[config.mk]
export PLATFORM = sky130hd
export DESIGN_NAME = seq_detector_param
export DESIGN_NICKNAME = d
export VERILOG_FILES = /design/src/rtl/seq_det_pkg.sv /design/src/rtl/seq_detector_param_sat_counter.sv /design/src/rtl/seq_detector_param.sv
export SDC_FILE = /design/constraint.sdc
export NUM_CORES = 1
export LEC_CHECK = 0
export CAP_MARGIN = 20
export CELL_PAD_IN_SITES_DETAIL_PLACEMENT = 1
export CELL_PAD_IN_SITES_GLOBAL_PLACEMENT = 1
export CORE_AREA = 10 10 65 67
export DETAILED_ROUTE_END_ITERATION = 12
export DIE_AREA = 0 0 75 77
export HOLD_SLACK_MARGIN = 0.02
export PLACE_DENSITY = 0.86
export SYNTH_ARGS = -nofsm -noshare
export SYNTH_HDL_FRONTEND = slang
export SYNTH_HIERARCHICAL = 1
export SYNTH_SLANG_ARGS = --single-unit
export TNS_END_PERCENT = 50
[constraint.sdc]
create_clock -name clk -period 4.87 [get_ports clk]
set_input_delay 0.974 -clock clk [delete_from_list [all_inputs] [get_ports clk]]
set_output_delay 0.974 -clock clk [all_outputs]
set_load 0.05 [all_outputs]
[src/rtl/seq_det_pkg.sv]
// Shared constants and elaboration-time helpers for the serial pattern detector.
package seq_det_pkg;

  localparam int MAX_N     = 32;
  localparam int DEF_CNT_W = 16;

  // Longest proper border of the first k received pattern bits (MSB of pattern is bit 0 received).
  function automatic int border_len(input logic [MAX_N-1:0] pattern, input int n, input int k);
    int   best;
    logic ok;
    best = 0;
    for (int b = 1; b < MAX_N; b++) begin
      if (b < k) begin
        ok = 1'b1;
        for (int i = 0; i < MAX_N; i++) begin
          if (i < b) begin
            if (pattern[n-1-i] != pattern[n-1-(k-b+i)]) ok = 1'b0;
          end
        end
        if (ok) best = b;
      end
    end
    return best;
  endfunction

  // Matched length after consuming bit b with k bits already matched; returns n on a full match.
  function automatic int next_state(input logic [MAX_N-1:0] pattern, input int n, input int k,
                                    input logic b);
    int   j;
    int   res;
    logic done;
    j    = k;
    res  = 0;
    done = 1'b0;
    for (int it = 0; it <= MAX_N; it++) begin
      if (!done) begin
        if (j < n && pattern[n-1-j] == b) begin
          res  = j + 1;
          done = 1'b1;
        end else if (j == 0) begin
          res  = 0;
          done = 1'b1;
        end else begin
          j = border_len(pattern, n, j);
        end
      end
    end
    return res;
  endfunction

endpackage

[src/rtl/seq_detector_param_sat_counter.sv]
// Saturating up-counter with synchronous clear; clear wins over increment.
module sat_counter #(
  parameter int W = 16
) (
  input  logic         clk,
  input  logic         reset,
  input  logic         clr,
  input  logic         inc,
  output logic [W-1:0] count
);

  localparam logic [W-1:0] CNT_MAX = '1;

  logic [W-1:0] count_q;

  always_ff @(posedge clk) begin
    if (reset) begin
      count_q <= '0;
    end else if (clr) begin
      count_q <= '0;
    end else if (inc && count_q != CNT_MAX) begin
      count_q <= count_q + 1'b1;
    end
  end

  assign count = count_q;

endmodule

[src/rtl/seq_detector_param.sv]
// Parametrised Mealy serial-pattern detector with KMP fallback, run-time overlap
// selection, input qualification and a saturating match counter.
module seq_detector_param
  import seq_det_pkg::*;
#(
  parameter int             N       = 4,
  parameter logic [N-1:0]   PATTERN = 4'b1101,
  parameter int             CNT_W   = DEF_CNT_W,
  localparam int            LW      = $clog2(N + 1)
) (
  input  logic             clk,
  input  logic             reset,
  input  logic             in_valid,
  input  logic             in_bit,
  input  logic             overlap_en,
  input  logic             clear_cnt,
  output logic             detect,
  output logic [CNT_W-1:0] match_count,
  output logic [LW-1:0]    match_len
);

  if (N < 2 || N > MAX_N) begin : g_bad_n
    $error("seq_detector_param: N must be in 2..32");
  end
  if (CNT_W < 1 || CNT_W > 32) begin : g_bad_cnt_w
    $error("seq_detector_param: CNT_W must be in 1..32");
  end

  localparam logic [MAX_N-1:0] PAT_EXT     = MAX_N'(PATTERN);
  localparam logic [LW-1:0]    FULL_BORDER = LW'(border_len(PAT_EXT, N, N));
  localparam logic [LW-1:0]    LAST_K      = LW'(N - 1);
  localparam logic             LAST_BIT    = PATTERN[0];

  // Per-state successor for each input bit, fixed at elaboration.
  logic [LW-1:0] nxt0 [N];
  logic [LW-1:0] nxt1 [N];

  for (genvar g = 0; g < N; g++) begin : g_tbl
    localparam int NX0 = next_state(PAT_EXT, N, g, 1'b0);
    localparam int NX1 = next_state(PAT_EXT, N, g, 1'b1);
    assign nxt0[g] = LW'(NX0);
    assign nxt1[g] = LW'(NX1);
  end

  logic [LW-1:0] k_q;
  logic [LW-1:0] k_d;

  always_comb begin
    detect = in_valid && (k_q == LAST_K) && (in_bit == LAST_BIT);
    k_d    = k_q;
    if (in_valid) begin
      if (detect) begin
        k_d = overlap_en ? FULL_BORDER : '0;
      end else begin
        k_d = in_bit ? nxt1[k_q] : nxt0[k_q];
      end
    end
  end

  always_ff @(posedge clk) begin
    if (reset) begin
      k_q <= '0;
    end else begin
      k_q <= k_d;
    end
  end

  assign match_len = k_q;

  sat_counter #(
    .W(CNT_W)
  ) u_cnt (
    .clk   (clk),
    .reset (reset),
    .clr   (clear_cnt),
    .inc   (detect),
    .count (match_count)
  );

endmodule

==> results of run 1 <==
per-stage QoR:
stage | cells | hold slack, ps
floorplan | 123 | 654
detailed placement | 176 | 457
global route | 180 | 502
global placement | 176 | 449
CTS | 180 | 473
finish | 180 | 469
state kept, by name, summed over array words and instances (netlist names):
signal	cells
u_cnt/count	16
match_len	3
per-layer routing:
metal | part of all wire | track usage
met5 | 0 | 0
met4 | 0.0095 | 0.0473
met3 | 0.040 | 0.0296
met2 | 0.53 | 0.191
met1 | 0.42 | 0.129
power by group:
group	switching (mW)	internal (mW)
logic	0.0164	0.0115
registers	0.00159	0.157
clock network	0.0514	0.0306
total	0.0693	0.199
worst max path at each step:
stage,from,end,slack [ps],cells after the start
final,in_valid,detect,1120,3
after detailed placement,in_valid,detect,1110,3
after global placement,in_valid,detect,1170,3
after floorplan,in_valid,detect,2530,1
after CTS,in_valid,detect,1110,3
after global routing,in_valid,detect,1070,3
synthesized netlist by cell type (2+ instances only):
cell / number / area share
dfxtp_1: 19 / 0.34
and2_1: 2 / 0.011
a2111o_1: 2 / 0.020
and2_2: 2 / 0.013
nand2_1: 15 / 0.050
or3_1: 4 / 0.022
nand4_1: 3 / 0.017
a211oi_1: 3 / 0.020
nand3_1: 5 / 0.022
nor2_1: 3 / 0.010
ha_1: 4 / 0.045
a31oi_1: 4 / 0.022
o21ai_1: 2 / 0.0089
inv_1: 5 / 0.017
and3_4: 2 / 0.020
nor3_1: 2 / 0.0089
and3_1: 3 / 0.017
o21ai_0: 4 / 0.018
a21oi_1: 7 / 0.031
buf_6: 2 / 0.020
mux2i_1: 8 / 0.072
or3_2: 3 / 0.020
final cells by class:
cell class | count | area [um^2] | area share
multi-input cells | 94 | 678 | 0.486
well taps | 33 | 41.3 | 0.0296
flip-flops and latches | 19 | 380 | 0.272
clock buffers | 3 | 22.5 | 0.0161
repair buffers | 25 | 250 | 0.179
inverters | 5 | 18.8 | 0.0134
clock inverters | 1 | 5.00 | 0.00358
cells by family after synthesis:
logic type | Yosys count | synth area share
adder cells (fa/ha/maj) | 4 | 0.0447
flip-flops | 19 | 0.340
buffers and inverters | 10 | 0.0547
AO/OA/AOI/OAI | 31 | 0.202
multiplexers | 8 | 0.0715
AND/OR/NAND/NOR | 51 | 0.287
critical path, stage by stage:
cell             delay, ps
clkdlybuf4s50_1        620
and4b_4                350
clkdlybuf4s50_1        830
cell usage in the layout (no fill, tap or decap), types with 2 or more instances in the layout:
master and n:
a2111o_1 2, a211oi_1 3, a21oi_1 7, a31oi_1 4
and2_1 2, and2_2 2, and3_1 3, and3_4 2
clkbuf_4 3, clkdlybuf4s50_1 25, dfxtp_1 19, ha_1 4
inv_1 5, mux2i_1 8, nand2_1 15, nand3_1 5
nand4_1 3, nor2_1 3, nor3_1 2, o21ai_0 4
o21ai_1 2, or3_1 4, or3_2 3
==> summary by stage, run 1 <==
Run status
The flow ran to the end, and the final reports show no timing, DRC or antenna violations.

Floorplan
In this run the count of I/O pins placed on the die edge is 26. The placement row count is 20. The starting density of the core is 0.376.

The die is 77 um tall. The die covers 5780 um^2. The floorplan step defined a core boundary enclosing 2980 um^2. From left edge to right edge, the die measures 75 um.

Final layout
Of the cells placed in the final design, the portion with a size suffix greater than 1 is 0.122. The number of inserted diodes is 0. The end-of-flow core utilization is 0.469. The net count of the finished layout is 158. The area growth from synthesis to layout is 24.7%. Summing all non-filler instances in the final layout gives an area of 1400 um^2. Counting the fill cells in the layout gives 357.

GRT
For this run the aggregate overflow at the end of global routing stands at 0. The initial antenna violation count came to 0. The first-pass GRT wire length is 5.23 mm. The total track usage is 0.114.

The largest net degree at the start of global routing is 13. The via count of the first global-routing pass was between 1000 and 1500.

Worst hold path
For hold timing, the worst endpoint is match_len[2]. Along the worst hold path, the cell count comes to 2. The startpoint of the worst hold path is match_len[2]. The worst hold path belongs to the class flip-flop to flip-flop.

Placement
The total of buffers placed on input and output ports is 25. The placed wire-length estimate after detailed placement is 2.39 mm. The pre-CTS setup slack is roughly 1100 ps. The final weighted congestion of routability-driven global placement is 0.740. Once placement finished, the instance area stood at between 1000 and 1500 um^2.

Synth
During synthesis, Yosys emitted a total of 6 warnings. The number of standard cells after synthesis is 123. The synthesized design contains 19 register bits. In the synthesized netlist the async set-or-reset flop fraction comes to 0. The sequential area share after synthesis is 0.340. The number of synthesized flops with an enable pin is 0.

The average instance area after synthesis is roughly 9.1 um^2. The number of nets handed over by synthesis was 133. The most instantiated flip-flop cell in the synthesis netlist is dfxtp_1.

The count of cell types in the netlist is 41. The combined area of all synthesized cells is 1120 um^2.

Power
For this design the static power due to leakage is 0.487 nW. For this design the ratio of total power to cell area is 192 nW/um^2. The total power is 0.268 mW. IR analysis of the VDD net gives a maximum drop of 77.5 uV.

Routing
The number of routed nets with antenna violations is 0. The total via count in the routed design is 1009. The count of unresolved DRC violations after routing is 0. The first detailed-routing pass ran for 4 iterations. The mean routed wirelength per cell is 17.0 um.

For this block, the routed nets add up to approximately 3.1 mm of wire. After the first detailed-routing iteration, the DRC count stood at 17. Dividing the detail-routed via count by the number of cells gives approximately 5.6.

STA
The sum of negative setup slack is 0 ps. Setup violations remaining at the end of the flow were counted as 0. The relative slew slack is 0.490. The final-report max-slew violation count came to 0.

For this run, the top clock speed supported by timing is around 270 MHz. The final count of hold timing violations is 0. The final period utilization is 0.770. The worst path setup slack after routing is 1120 ps.

Counting I/O delays and the setup requirement, the final critical path takes 3750 ps. The clock skew is 4.89 ps. Setup repair after global routing left no endpoint under its margin. The slew at the pin closest to its max-slew limit is around 760 ps.

CTS
After clock tree synthesis, the repair step resized 0 gates. The buffer count from post-CTS setup fixing is 0. The number of clock buffers inserted by TritonCTS is 3.

The CTS clock-pin slew for the worst setup and hold paths is approximately 110 ps. The number of H-tree levels is 1. The root cell of the clock tree is clkbuf_4. The cts-stage hold buffer count is 0. The later-pin clock latency in the skew report is approximately 300 ps.

The clock passes through at most 2 buffers. TritonCTS built the clock tree. The clock drives 19 sinks.

Critical path
The setup path with the least slack is of type input pin to output port. The highest fanout seen on the critical path is 9. The kind of end point of the critical path is an output port. The worst register-to-register path has a depth of 6. The arrival time of data at the critical path endpoint is 2770 ps. At the worst endpoint, the required time is 3900 ps. The launch point of the worst reg-to-reg path is match_len[1]. The setup slack of the worst register-to-register path is 2850 ps. The endpoint of the most critical register-to-register path is u_cnt/count[11]. The type of element launching the critical path is an input pin.

Flow run
The tool flagged a number of max-cap violations equal to 0.
(Power assumes the default switching activity.)
==> run 2: changes to the inputs <==
--- a/config.mk
+++ b/config.mk
@@ -8,11 +8,11 @@
 export CAP_MARGIN = 20
 export CELL_PAD_IN_SITES_DETAIL_PLACEMENT = 1
 export CELL_PAD_IN_SITES_GLOBAL_PLACEMENT = 1
-export CORE_AREA = 10 10 65 67
+export CORE_AREA = 10 10 67 69
 export DETAILED_ROUTE_END_ITERATION = 12
-export DIE_AREA = 0 0 75 77
+export DIE_AREA = 0 0 77 79
 export HOLD_SLACK_MARGIN = 0.02
-export PLACE_DENSITY = 0.86
+export PLACE_DENSITY = 0.81
 export SYNTH_ARGS = -nofsm -noshare
 export SYNTH_HDL_FRONTEND = slang
 export SYNTH_HIERARCHICAL = 1
==> constraint.sdc (replaced) <==
create_clock -name clk -period 3.5 [get_ports clk]
set_input_delay 0.7 -clock clk [delete_from_list [all_inputs] [get_ports clk]]
set_output_delay 0.7 -clock clk [all_outputs]
set_load 0.05 [all_outputs]
==> summary by stage, run 2 (synthesized netlist as in run 1, its figures left out) <==
Run status
The run finished with clean final reports.

Routing
Routed signal wires occupy layers up through met4. The routed wire length on met3 is 158 um (+28%). The number of routed nets with antenna violations came to 0 (unchanged). The mean routed wirelength per cell is 16.8 um (-1.4%).

The number of vias per cell after detailed routing is 5.46 (-2.7%). The total via count in the routed design is 1053 (+4.4%). The total iterations of the first detailed-routing run came to 4 (unchanged).

The overall routed net length is 3.24 mm (+5.8%). The count of unresolved DRC violations after routing is 0 (unchanged). The routed length on met1 is 1.45 mm (+13%). The DRC marker count from the first detailed-route iteration is 65 (+48). The amount of wire on met2 after detailed routing is 1.56 mm (-3.9%).

Critical path
The setup path with the least slack is of type input pin to output port. The highest fanout seen on the critical path is 9 (unchanged). On the critical path, the stage with the largest delay is an instance of clkdlybuf4s50_1.

The data required time of the critical path came to 2800 ps (-1100 ps). The signal on the critical path passes through clkdlybuf4s50_1, and4b_4, buf_4. The worst setup path is captured at an output port.

STA classifies the critical path startpoint as an input pin. The worst register-to-register path begins at match_len[1]. The stage delay of the slowest cell on the critical path is 600 ps (-230 ps).

The first element of the critical path is in_valid. The arrival time of data at the critical path endpoint is 1870 ps (-900 ps).

Worst hold path
The class of the most critical hold timing path is flip-flop to flip-flop. In this run the most critical hold path is launched from match_len[2].

Placement
The pre-CTS setup slack is 794 ps (-317 ps). The placed wire-length estimate after detailed placement is 2.48 mm (+3.6%). The final weighted congestion of routability-driven global placement is 0.780 (+5.4%). The total of buffers placed on input and output ports was 25 (unchanged). The number of cells in the design after placement came to 189 (+7.4%). The post-detailed-placement cell area was 1380 um^2 (+1.0%).

GRT
The initial antenna violation count is 0 (unchanged). The via count of the first global-routing pass is 1180 (+7.9%). The first-pass GRT wire length is 5.61 mm (+7.2%). The largest net degree at the start of global routing was 13 (unchanged). The total track usage is 0.110 (-0.00408). The total congestion overflow after global routing came to 0 (unchanged).

STA
The slew at the pin closest to its max-slew limit is 800 ps (+38.3 ps). The relative slew slack is 0.465 (-0.0256). Setup repair after global routing left no endpoint under its margin. The final count of hold timing violations is 0 (unchanged). The worst path setup slack after routing was 932 ps (-190 ps). The clock skew is 4.78 ps (-0.107 ps). The final period utilization is 0.734.

The smallest hold slack is 474 ps (+4.72 ps). The sum of negative setup slack is 0 ps (unchanged). The final-report max-slew violation count came to 0 (unchanged). For the finished layout, the period the worst path requires is 2570 ps. The count of final setup violators is 0 (unchanged).

The highest achievable clock rate is 389 MHz.

Floorplan
The y dimension of the die is 79 um (+2.6%). The die area is 6080 um^2 (+5.3%). The core area is 3230 um^2 (+8.5%). The starting density of the core was 0.346 (-0.0296). The number of ports placed on the die boundary is 26 (unchanged). The placement row count is 21 (+5.0%). The overall die width is 77 um (+2.7%).

Final layout
The area of all placed cells without fillers is 1410 um^2 (+0.90%). The net count of the finished layout was 158 (unchanged). The non-filler instance count after layout is 193 (+7.2%).

The share of cells above drive strength 1 came to 0.122 (unchanged). Leaving out fill and tap cells, the most frequent cell in the layout is clkdlybuf4s50_1. The number of flip-flops under the largest register name was 16 (unchanged). The number of inserted diodes is 0 (unchanged).

Leaving out fill and tap cells, the most frequent cells in the layout are clkdlybuf4s50_1 (24), dfxtp_1 (19), nand2_1 (15). The area added between synthesis and finish is 25.8%.

CTS
The root cell of the clock tree is clkbuf_4. The sink count of the clock tree came to 19 (unchanged). The number of H-tree levels came to 1 (unchanged). The buffer depth of the longest clock path came to 2 (unchanged). The buffer count from post-CTS setup fixing is 0 (unchanged). TritonCTS built the clock tree. The number of clock buffers inserted by TritonCTS was 3 (unchanged). The cts-stage hold buffer count came to 0 (unchanged). The number of resized instances in the post-cts repair step is 0 (unchanged). The later-pin clock latency in the skew report was 300 ps (about the same). The CTS clock-pin slew for the worst setup and hold paths is 110 ps (about the same).

Power
The largest voltage drop on the vdd net came to 198 uV (+160%). The static power due to leakage is 0.486 nW (-0.14%). The areal power density over the cells came to 267 nW/um^2 (+39%).

Flow run
The max-cap violation count is 0 (unchanged).
[run 2: critical path: cells and delay by family]
kind          cells  cell delay [ps]
simple gates      1              340
buf+inv           2              820
[run 2: layout make-up]
type	count	area (um^2)
Fill cell	399	1820
Multi-Input combinational cell	94	678
Sequential cell	19	380
Timing Repair Buffer	25	248
Tap cell	46	57.6
Clock buffer	4	26.3
Inverter	5	18.8
[run 2: worst paths after layout]
check,end,slack [ps],cells past startpoint
max reg2reg,u_cnt/count[12],1480,6
min reg2reg,match_len[2],470,2
min,match_len[2],470,2
max,detect,930,3
[run 2: where the power goes]
part           total [mW]  leakage [nW]  switching [mW]  internal, mW
Clock               0.117        0.0150          0.0726        0.0444
Combinational      0.0392         0.318          0.0233        0.0159
Sequential          0.220         0.153         0.00232         0.218
[run 2: per-stage QoR]
stage	total power, mW	utilization
2_1_floorplan	0.247	-
3_3_place_gp	0.262	0.428
3_5_place_dp	0.265	0.428
4_1_cts	0.384	0.436
5_1_grt	0.399	0.436
6_report	0.377	0.436
[run 2: per-layer routing]
layer	GRT usage	vias to the layer above
met5	0	-
met4	0.0365	0
met3	0.0360	7
met2	0.194	26
met1	0.121	501
li1	-	519
